**src/rtl/pipe_reg.sv**
```systemverilog
// Valid/ready pipeline register with optional two-entry skid buffer.
// Define PIPE_REG_SKID_EN for the skid build (registered in_ready); default is a single-entry stage.
module pipe_reg #(
  parameter int unsigned      WIDTH     = 16,
  parameter logic [WIDTH-1:0] RESET_VAL = {WIDTH{1'b0}}
) (
  input  logic             clk,
  input  logic             reset,
  input  logic             flush,
  input  logic             in_valid,
  output logic             in_ready,
  input  logic [WIDTH-1:0] in_data,
  output logic             out_valid,
  input  logic             out_ready,
  output logic [WIDTH-1:0] out_data,
  output logic [1:0]       occupancy
);

  // State encoding doubles as the beat count
  localparam logic [1:0] S_EMPTY = 2'd0;
  localparam logic [1:0] S_ONE   = 2'd1;
`ifdef PIPE_REG_SKID_EN
  localparam logic [1:0] S_FULL  = 2'd2;
`endif

  logic [1:0]       state;
  logic [1:0]       state_nxt;
  logic [WIDTH-1:0] main_q;
  logic [WIDTH-1:0] main_nxt;
  logic             out_valid_q;
  logic [1:0]       occupancy_q;
  logic             accept;
  logic             fire;

`ifdef PIPE_REG_SKID_EN
  logic [WIDTH-1:0] skid_q;
  logic [WIDTH-1:0] skid_nxt;
  logic             in_ready_q;

  assign in_ready = in_ready_q;
`else
  // Single-entry stage can take a beat whenever the held one leaves this cycle
  assign in_ready = (!out_valid_q || out_ready) && !reset;
`endif

  assign accept    = in_valid && in_ready;
  assign fire      = out_valid_q && out_ready;
  assign out_valid = out_valid_q;
  assign out_data  = main_q;
  assign occupancy = occupancy_q;

  // Next-state and datapath selection; flush wins over any handshake
  always_comb begin
    state_nxt = state;
    main_nxt  = main_q;
`ifdef PIPE_REG_SKID_EN
    skid_nxt  = skid_q;
`endif
    if (flush) begin
      state_nxt = S_EMPTY;
    end else begin
      case (state)
        S_EMPTY: begin
          if (accept) begin
            state_nxt = S_ONE;
            main_nxt  = in_data;
          end
        end
        S_ONE: begin
          if (accept && fire) begin
            main_nxt = in_data;
          end else if (fire) begin
            state_nxt = S_EMPTY;
`ifdef PIPE_REG_SKID_EN
          end else if (accept) begin
            state_nxt = S_FULL;
            skid_nxt  = in_data;
`endif
          end
        end
`ifdef PIPE_REG_SKID_EN
        S_FULL: begin
          if (fire) begin
            state_nxt = S_ONE;
            main_nxt  = skid_q;
          end
        end
`endif
        default: state_nxt = S_EMPTY;
      endcase
    end
  end

  // State and output registers
  always_ff @(posedge clk) begin
    if (reset) begin
      state       <= S_EMPTY;
      out_valid_q <= 1'b0;
      occupancy_q <= 2'd0;
      main_q      <= RESET_VAL;
`ifdef PIPE_REG_SKID_EN
      skid_q      <= RESET_VAL;
      in_ready_q  <= 1'b0;
`endif
    end else begin
      state       <= state_nxt;
      out_valid_q <= (state_nxt != S_EMPTY);
      occupancy_q <= state_nxt;
      main_q      <= main_nxt;
`ifdef PIPE_REG_SKID_EN
      skid_q      <= skid_nxt;
      in_ready_q  <= (state_nxt != S_FULL);
`endif
    end
  end

endmodule

```
**config.mk**
```make
export PLATFORM = sky130hd
export DESIGN_NAME = pipe_reg
export DESIGN_NICKNAME = d
export VERILOG_FILES = /design/src/rtl/pipe_reg.sv
export SDC_FILE = /design/constraint.sdc
export NUM_CORES = 1
export LEC_CHECK = 0
export ABC_AREA = 1
export ABC_CLOCK_PERIOD_IN_PS = 2600
export CAP_MARGIN = 20
export CORE_MARGIN = 2
export CORE_UTILIZATION = 41
export DETAILED_ROUTE_END_ITERATION = 8
export MAX_ROUTING_LAYER = met4
export PLACE_DENSITY = 0.86
export SETUP_SLACK_MARGIN = 0.2
export SLEW_MARGIN = 20
export SYNTH_ARGS = -nofsm -noshare
export SYNTH_HDL_FRONTEND = slang
export SYNTH_SLANG_ARGS = --single-unit
```
**constraint.sdc**
```tcl
create_clock -name clk -period 2.6 [get_ports clk]
set_input_delay 0.39 -clock clk [delete_from_list [all_inputs] [get_ports clk]]
set_output_delay 0.39 -clock clk [all_outputs]
set_load 0.02 [all_outputs]
```
Word level (Yosys, flattened, before mapping)
Cells that the tools add are included.
{ "classes": {"eq_ne": 3, "bitwise": 1, "mux": 8, "reduce_logical": 11} }
{ "op_table": {"columns": ["cell", "count"], "rows": [
  ["$mux W16", 2],
  ["$pmux W16 S2", 1],
  ["$mux W2", 4],
  ["$logic_and A1 B1 Y1", 4],
  ["$ne A2 B2 Y1 const B", 2],
  ["$pmux W2 S2", 1],
  ["$reduce_and A4 Y1", 1],
  ["$reduce_bool A2 Y1", 2],
  ["$eq A2 B1 Y1 const B", 1],
  ["$logic_not A1 Y1", 2],
  ["$logic_not A2 Y1", 1],
  ["$logic_or A1 B1 Y1", 1],
  ["$not A1 Y1", 1]
]} }
{ "word_totals": {"ff_bits": 19, "out_inout_bits": 20, "input_bits": 21} }

Longest topological paths before layout
Gate-level depths: netlist of the first run.
{ "depth": {"depth_word": 9, "mapped_depth": 8} }

Worst setup path after synthesis of the first run
OpenSTA, ideal clock, no wires.
{ "synth_timing": {"path_type": "reg-to-reg", "start": "register out_valid_q (netlist: out_valid)", "end": "register main_q[15] (netlist: out_data[15])", "setup_slack_ns": 1.373, "arrival_ns": 1.114, "path_buffers": 1, "synth_period_minus_slack_ns": 1.227, "path_stages_with_launch": 9, "path_cell_list": "dfxtp_1 nand2_1 nand2_2 nand2_2 nor2_4 buf_6 nand2_1 nand2_1 nor2_1"} }
{ "synth_via": {"elab_chain_len": 7, "elab_cells_between_ends": 9, "classes_between": "eq/ne (2); reduce/logical (7)"} }
{ "synth_lines": {"columns": ["item", "line", "rtl"], "rows": [
  ["start, declared", "30", "logic out_valid_q;"],
  ["start signal, assigned", "107", "out_valid_q <= (state_nxt != S_EMPTY);"],
  ["$logic_not A1 Y1", "43", "assign in_ready = (!out_valid_q || out_ready) && !reset;"],
  ["$logic_or A1 B1 Y1", "43", null],
  ["$logic_and A1 B1 Y1", "43", null],
  ["$logic_and A1 B1 Y1", "46", "assign accept = in_valid && in_ready;"],
  ["$logic_and A1 B1 Y1", "70", "if (accept && fire) begin"],
  ["$ne A2 B2 Y1 (no line)", null, null],
  ["$reduce_and A4 Y1 (no line) *", null, null],
  ["end signal, assigned", "109", "main_q <= main_nxt;"],
  ["end, declared", "28", "logic [WIDTH-1:0] main_q;"]
]} }
Mark *: on every way between the ends. The rest lies on a longest branch, timed or not.
A chain may end at the register's enable or synchronous reset.

Worst setup path in the final report of the first run
{ "layout_timing": {"start": "input port out_ready", "end": "output port in_ready"} }
{ "layout_via": {"elab_chain_len": 2} }
{ "layout_lines": {"columns": ["item", "line", "rtl"], "rows": [
  ["start, declared", "14", "input logic out_ready,"],
  ["$logic_or A1 B1 Y1", "43", null],
  ["$logic_and A1 B1 Y1", "43", null],
  ["end, declared", "11", "output logic in_ready,"]
]} }
No other way between the ends.

==> results.json, run 1 <==
{
  "status": "finished, final reports clean",
  "rsz0062_at_grt": "no",
  "clock_path_buffers": 2,
  "cp_top_family": "buffers and inverters",
  "port_buffers": 40,
  "first_iter_violations": 15,
  "rr_startpoint": "out_valid",
  "track_usage": 0.159,
  "yosysWarnings": 0,
  "synth_nets": 138,
  "vias": 773,
  "clkLatencyLatePin_ns": 0.29,
  "final_cells": 182,
  "leakage_nw": 0.543,
  "synth.largest_area_cell": "dfxtp_1",
  "grt_pass1_vias": 606,
  "min_from": "out_data[10]",
  "wl_um": 1650,
  "hp-class": "reg -> reg",
  "setup_tns_ns": 0,
  "cp_max_fo": 2,
  "cts_tree": "yes",
  "grt-ovfl-total": 0,
  "synth_ff_type": "dfxtp_1",
  "avgViaCountPerCell": 4.25,
  "critPathBufInv": 3,
  "final_max_slew_viol_count": 0,
  "synth_area_leaders": "dfxtp_1, nand2_1, nor2_1",
  "cts_resized": 0,
  "die_h_um": 48.1,
  "cp_common_cell": "clkdlybuf4s50_1",
  "rows": 15,
  "hold_violations": 0,
  "yosys.cell_types.count": 13,
  "yosys_register_bits": 19,
  "worstSetupPathType": "in -> out",
  "grt_first_pass_wirelength_um": 2450,
  "slowest_stage": "clkdlybuf4s50_1",
  "post-route-period-util": 0.790,
  "reg2reg_depth": 7,
  "wl_per_cell_um": 9.05,
  "worstReg2RegEnd": "out_data[7]",
  "nets": 179,
  "dieArea_um2": 2320,
  "die_x_um": 48.1,
  "drc": 0,
  "antenna_found_initial": 0,
  "setup_ws_ns": 0.546,
  "ff2ff_setup_slack_ns": 1.12,
  "cts_buffers": 3,
  "fmax_ghz": 0.487,
  "crit_chain": "clkdlybuf4s50_1 -> inv_1 -> a21oi_1 -> clkdlybuf4s50_1",
  "syn_area_um2": 798,
  "worst_path_largest_cell_delay_ns": 0.62,
  "place_inst": 178,
  "ioPinCount": 41,
  "cp.arrival_ns": 1.66,
  "pre_cts_ws_ns": 0.468,
  "period_needed_ns": 2.05,
  "crit_required_ns": 2.21,
  "ir_drop_uv": 323,
  "dp_hpwl_um": 1260,
  "min_path_cells": 2,
  "num-fill-cells": 151,
  "worst_slew_pin_slew_ns": 0.616,
  "pwr_density_cell_nw_per_um2": 453,
  "firstDrtPassIters": 4,
  "synth_seq_area_share": 0.476,
  "gp_congestion": 0.742,
  "syn_to_final_growth_pct": 52.8,
  "ant_nets": 0,
  "grt_max_degree": 33,
  "cp-start-kind": "input port",
  "holdBufCountCts": 0,
  "hold_end": "out_data[10]",
  "setup_viol": 0,
  "drive_above_1_share": 0.0701,
  "synthCells": 117,
  "synth_common_cells": "nand2_1, nor2_1, dfxtp_1, inv_1",
  "yosysMostFrequentCell": "nand2_1",
  "cts_sinks": 19,
  "crit_path_end_kind": "output port",
  "start_util": 0.448,
  "slew_headroom": 0.588,
  "fin_skew_ns": 0.00642,
  "syn_area_per_cell_um2": 6.82,
  "synth_edf_count": 0,
  "cap_viol_max_count": 0,
  "ys_async_sr_fraction": 0,
  "h-tree-depth": 1,
  "root_buffer": "clkbuf_4",
  "synth_top_area_share": 0.476,
  "cts_setup_buffers": 0,
  "path_clk_slew_ns": 0.10,
  "num_antenna_cells": 0,
  "core_um2": 1780
}
[kinds of logic (layout without fill, tap and decap cells)]
logic type,Yosys count,in the layout,synth area share
flip-flops,19,19,0.476
other,1,1,0.00470
AO/OA/AOI/OAI,3,3,0.0188
AND/OR/NAND/NOR,72,72,0.368
buffers and inverters,22,62,0.132
[registers in the layout, indices dropped and copies added (netlist names)]
name       cells
out_data      16
occupancy      2
out_valid      1
[metrics by stage]
stage / power [mW] / hold slack (ns) / util / area (um^2)
after floorplan: 0.361 / 0.558 / - / 798
after global placement: 0.413 / 0.464 / 0.669 / 1190
after detailed placement: 0.415 / 0.474 / 0.669 / 1190
after CTS: 0.559 / 0.491 / 0.684 / 1220
after global routing: 0.579 / 0.509 / 0.684 / 1220
final: 0.553 / 0.489 / 0.684 / 1220
[worst reg2reg max path, cell delays in order, from the launching register on]
cell and delay, ns:
dfxtp_1 0.39, nand2_1 0.09, nand2_2 0.08, nand2_2 0.07
nor2_4 0.51, nand2_1 0.11, nand2_1 0.09, nor2_1 0.04
[cell usage in the layout, fill, tap and decap left out, drive strengths merged]
cell type	n
clkdlybuf4s50	40
nand2	37
nor2	34
dfxtp	19
inv	18
a21oi	3
clkbuf	3
nand3	1
clkinv	1
conb	1
[cell type report]
type                            instances  area [um^2]  area share
Clock buffer                            3         22.5      0.0185
Clock inverter                          1         5.00     0.00410
Inverter                               18         67.6      0.0554
Multi-Input combinational cell         76          313       0.256
Sequential cell                        19          380       0.312
Tap cell                               25         31.3      0.0256
Timing Repair Buffer                   40          400       0.328
[power by group]
| part | switching [mW] | total [mW] | internal (mW) | leakage (nW) |
|---|---|---|---|---|
| registers | 0.00512 | 0.306 | 0.301 | 0.155 |
| clock network | 0.0878 | 0.145 | 0.0571 | 0.0177 |
| logic | 0.0458 | 0.102 | 0.0563 | 0.371 |
| total | 0.139 | 0.553 | 0.414 | 0.543 |
[metal layers]
layer	routed length [um]	vias up	global-route usage
met5	0	-	-
met4	6	0	0.0649
met3	98	2	0.0333
met2	802	28	0.261
met1	740	332	0.189
li1	-	411	-
[worst max path at each step]
stage,end,cells past startpoint,from
global placement,in_ready,4,out_ready
global route,in_ready,4,out_ready
finish,in_ready,4,out_ready
floorplan,out_data[15],8,out_valid
detailed placement,out_data[6],7,reset
CTS,in_ready,4,out_ready
Note: power is estimated with default switching activity, not from simulation.
==> run 2, diff against run 1 <==
- ABC_CLOCK_PERIOD_IN_PS: 2600 -> 1800
- CORE_UTILIZATION: 41 -> 34
- PLACE_DENSITY: 0.86 -> 0.77
- clock period: 2.6 -> 1.8 ns (I/O delays scaled with it)
==> results.json, run 2 (synthesized netlist as in run 1, its figures left out) <==
{
  "rsz0062_at_grt": "no",
  "final_cells": 188,
  "h-tree-depth": 1,
  "rows": 17,
  "cap_viol_max_count": 0,
  "drive_above_1_share": 0.0813,
  "status": "finished, final reports clean",
  "root_buffer": "clkbuf_4",
  "fin_skew_ns": 0.00680,
  "antenna_found_initial": 0,
  "swShare": 0.246,
  "path_clk_slew_ns": 0.11,
  "reg2reg_depth": 8,
  "min_from": "out_data[10]",
  "dieArea_um2": 2750,
  "cts_tree": "yes",
  "finalPower_mw": 0.801,
  "num-fill-cells": 228,
  "seq_area_um2": 380,
  "worstSetupPathType": "in -> out",
  "placed_area_um2": 1220,
  "ioPinCount": 41,
  "largest_reg_flops": 16,
  "pre_cts_ws_ns": -0.0116,
  "sequentialPowerShare": 0.552,
  "hold_end": "out_data[10]",
  "ant_nets": 0,
  "leakage_nw": 0.594,
  "final_cell_mix": "clkdlybuf4s50_1, nand2_1, nor2_1, dfxtp_1, inv_1",
  "ff2ff_setup_slack_ns": 0.59,
  "rr_startpoint": "out_valid",
  "grt_first_pass_wirelength_um": 2900,
  "setup_viol": 0,
  "track_usage": 0.147,
  "vias": 797,
  "hold_violations": 0,
  "pwr-share-comb": 0.187,
  "final_max_slew_viol_count": 0,
  "fmax_ghz": 0.651,
  "start_util": 0.361,
  "holdBufCountCts": 0,
  "internal_power_mw": 0.604,
  "setup_ws_ns": 0.264,
  "multi_input_area_um2": 313,
  "crit_required_ns": 1.53,
  "hold_slack_ns": 0.489,
  "nets": 182,
  "post-route-period-util": 0.853,
  "die_x_um": 52.5,
  "grt_pass1_vias": 773,
  "clock_path_buffers": 2,
  "clkLatencyLatePin_ns": 0.29,
  "cp-start-kind": "input port",
  "wl_um": 1690,
  "drc": 0,
  "worstReg2RegEnd": "out_data[6]",
  "final_util": 0.564,
  "dp_hpwl_um": 1360,
  "first_iter_violations": 3,
  "port_buffers": 40,
  "syn_to_final_growth_pct": 56.4,
  "gp_congestion": 0.672,
  "design_area_um2": 1250,
  "core_um2": 2210,
  "die_h_um": 52.5,
  "grt_max_degree": 18,
  "num_antenna_cells": 0,
  "crit_path_end_kind": "output port",
  "p_clk_frac": 0.261,
  "cts_sinks": 19,
  "firstDrtPassIters": 4,
  "avgViaCountPerCell": 4.24,
  "setup_tns_ns": 0,
  "min_path_cells": 2,
  "period_needed_ns": 1.54,
  "place_inst": 184,
  "wl_per_cell_um": 9.01,
  "pwr_density_cell_nw_per_um2": 641,
  "ir_drop_uv": 405,
  "cp.arrival_ns": 1.27,
  "p_sw_mw": 0.197,
  "hp-class": "reg -> reg",
  "cp_max_fo": 2,
  "cts_buffers": 3,
  "grt-ovfl-total": 0,
  "layout_commonest_cell": "clkdlybuf4s50_1"
}
## run 2: changes by cell type in the layout (fill, tap and decap cells not counted), sizes merged
cell	before	now
clkinv	1	0
clkbuf	3	4
buf	0	3
dlymetal6s2s	0	2
dlygate4sd2	0	1
clkdlybuf4s50	40	37
## run 2: area by class of cell
cell class,instances,share of cell area
clock buffer,4,0.0210
multi-input combinational,76,0.251
tap,28,0.0281
timing repair buffer,43,0.342
sequential,19,0.305
inverter,18,0.0541
## run 2: power groups by stage
stage	clock network, mW	logic (mW)	registers, mW
floorplan	0	0.0525	0.469
CTS	0.219	0.152	0.442
global placement	0	0.148	0.451
global route	0.236	0.165	0.445
detailed placement	0	0.153	0.452
finish	0.209	0.150	0.442
## run 2: how the worst max path moves through the flow
stage | from | to | slack (ns) | cells after the start
2_1_floorplan | out_valid | out_data[15] | 0.57 | 8
3_3_place_gp | out_ready | in_ready | 0.01 | 4
3_5_place_dp | out_ready | in_ready | -0.01 | 4
4_1_cts | out_valid | out_valid | 0.21 | 1
5_1_grt | out_ready | in_ready | 0.20 | 4
6_report | out_ready | in_ready | 0.26 | 4
## run 2: layer usage
metal / global-route usage / part of all wire / vias up
met5: - / 0 / -
met4: 0.0897 / 0 / 0
met3: 0.0343 / 0.086 / 0
met2: 0.256 / 0.52 / 32
met1: 0.146 / 0.39 / 347
li1: - / - / 418
## run 2: repair_timing
action                     4_1_cts  5_1_grt
gates resized for setup          1        2
setup endpoints to repair        1        2
buffers inserted                 0        0
## run 2: critical path, stage by stage
cell             delay, ns
clkdlybuf4s50_1       0.48
inv_1                 0.05
a21oi_1               0.12
dlygate4sd2_1         0.35
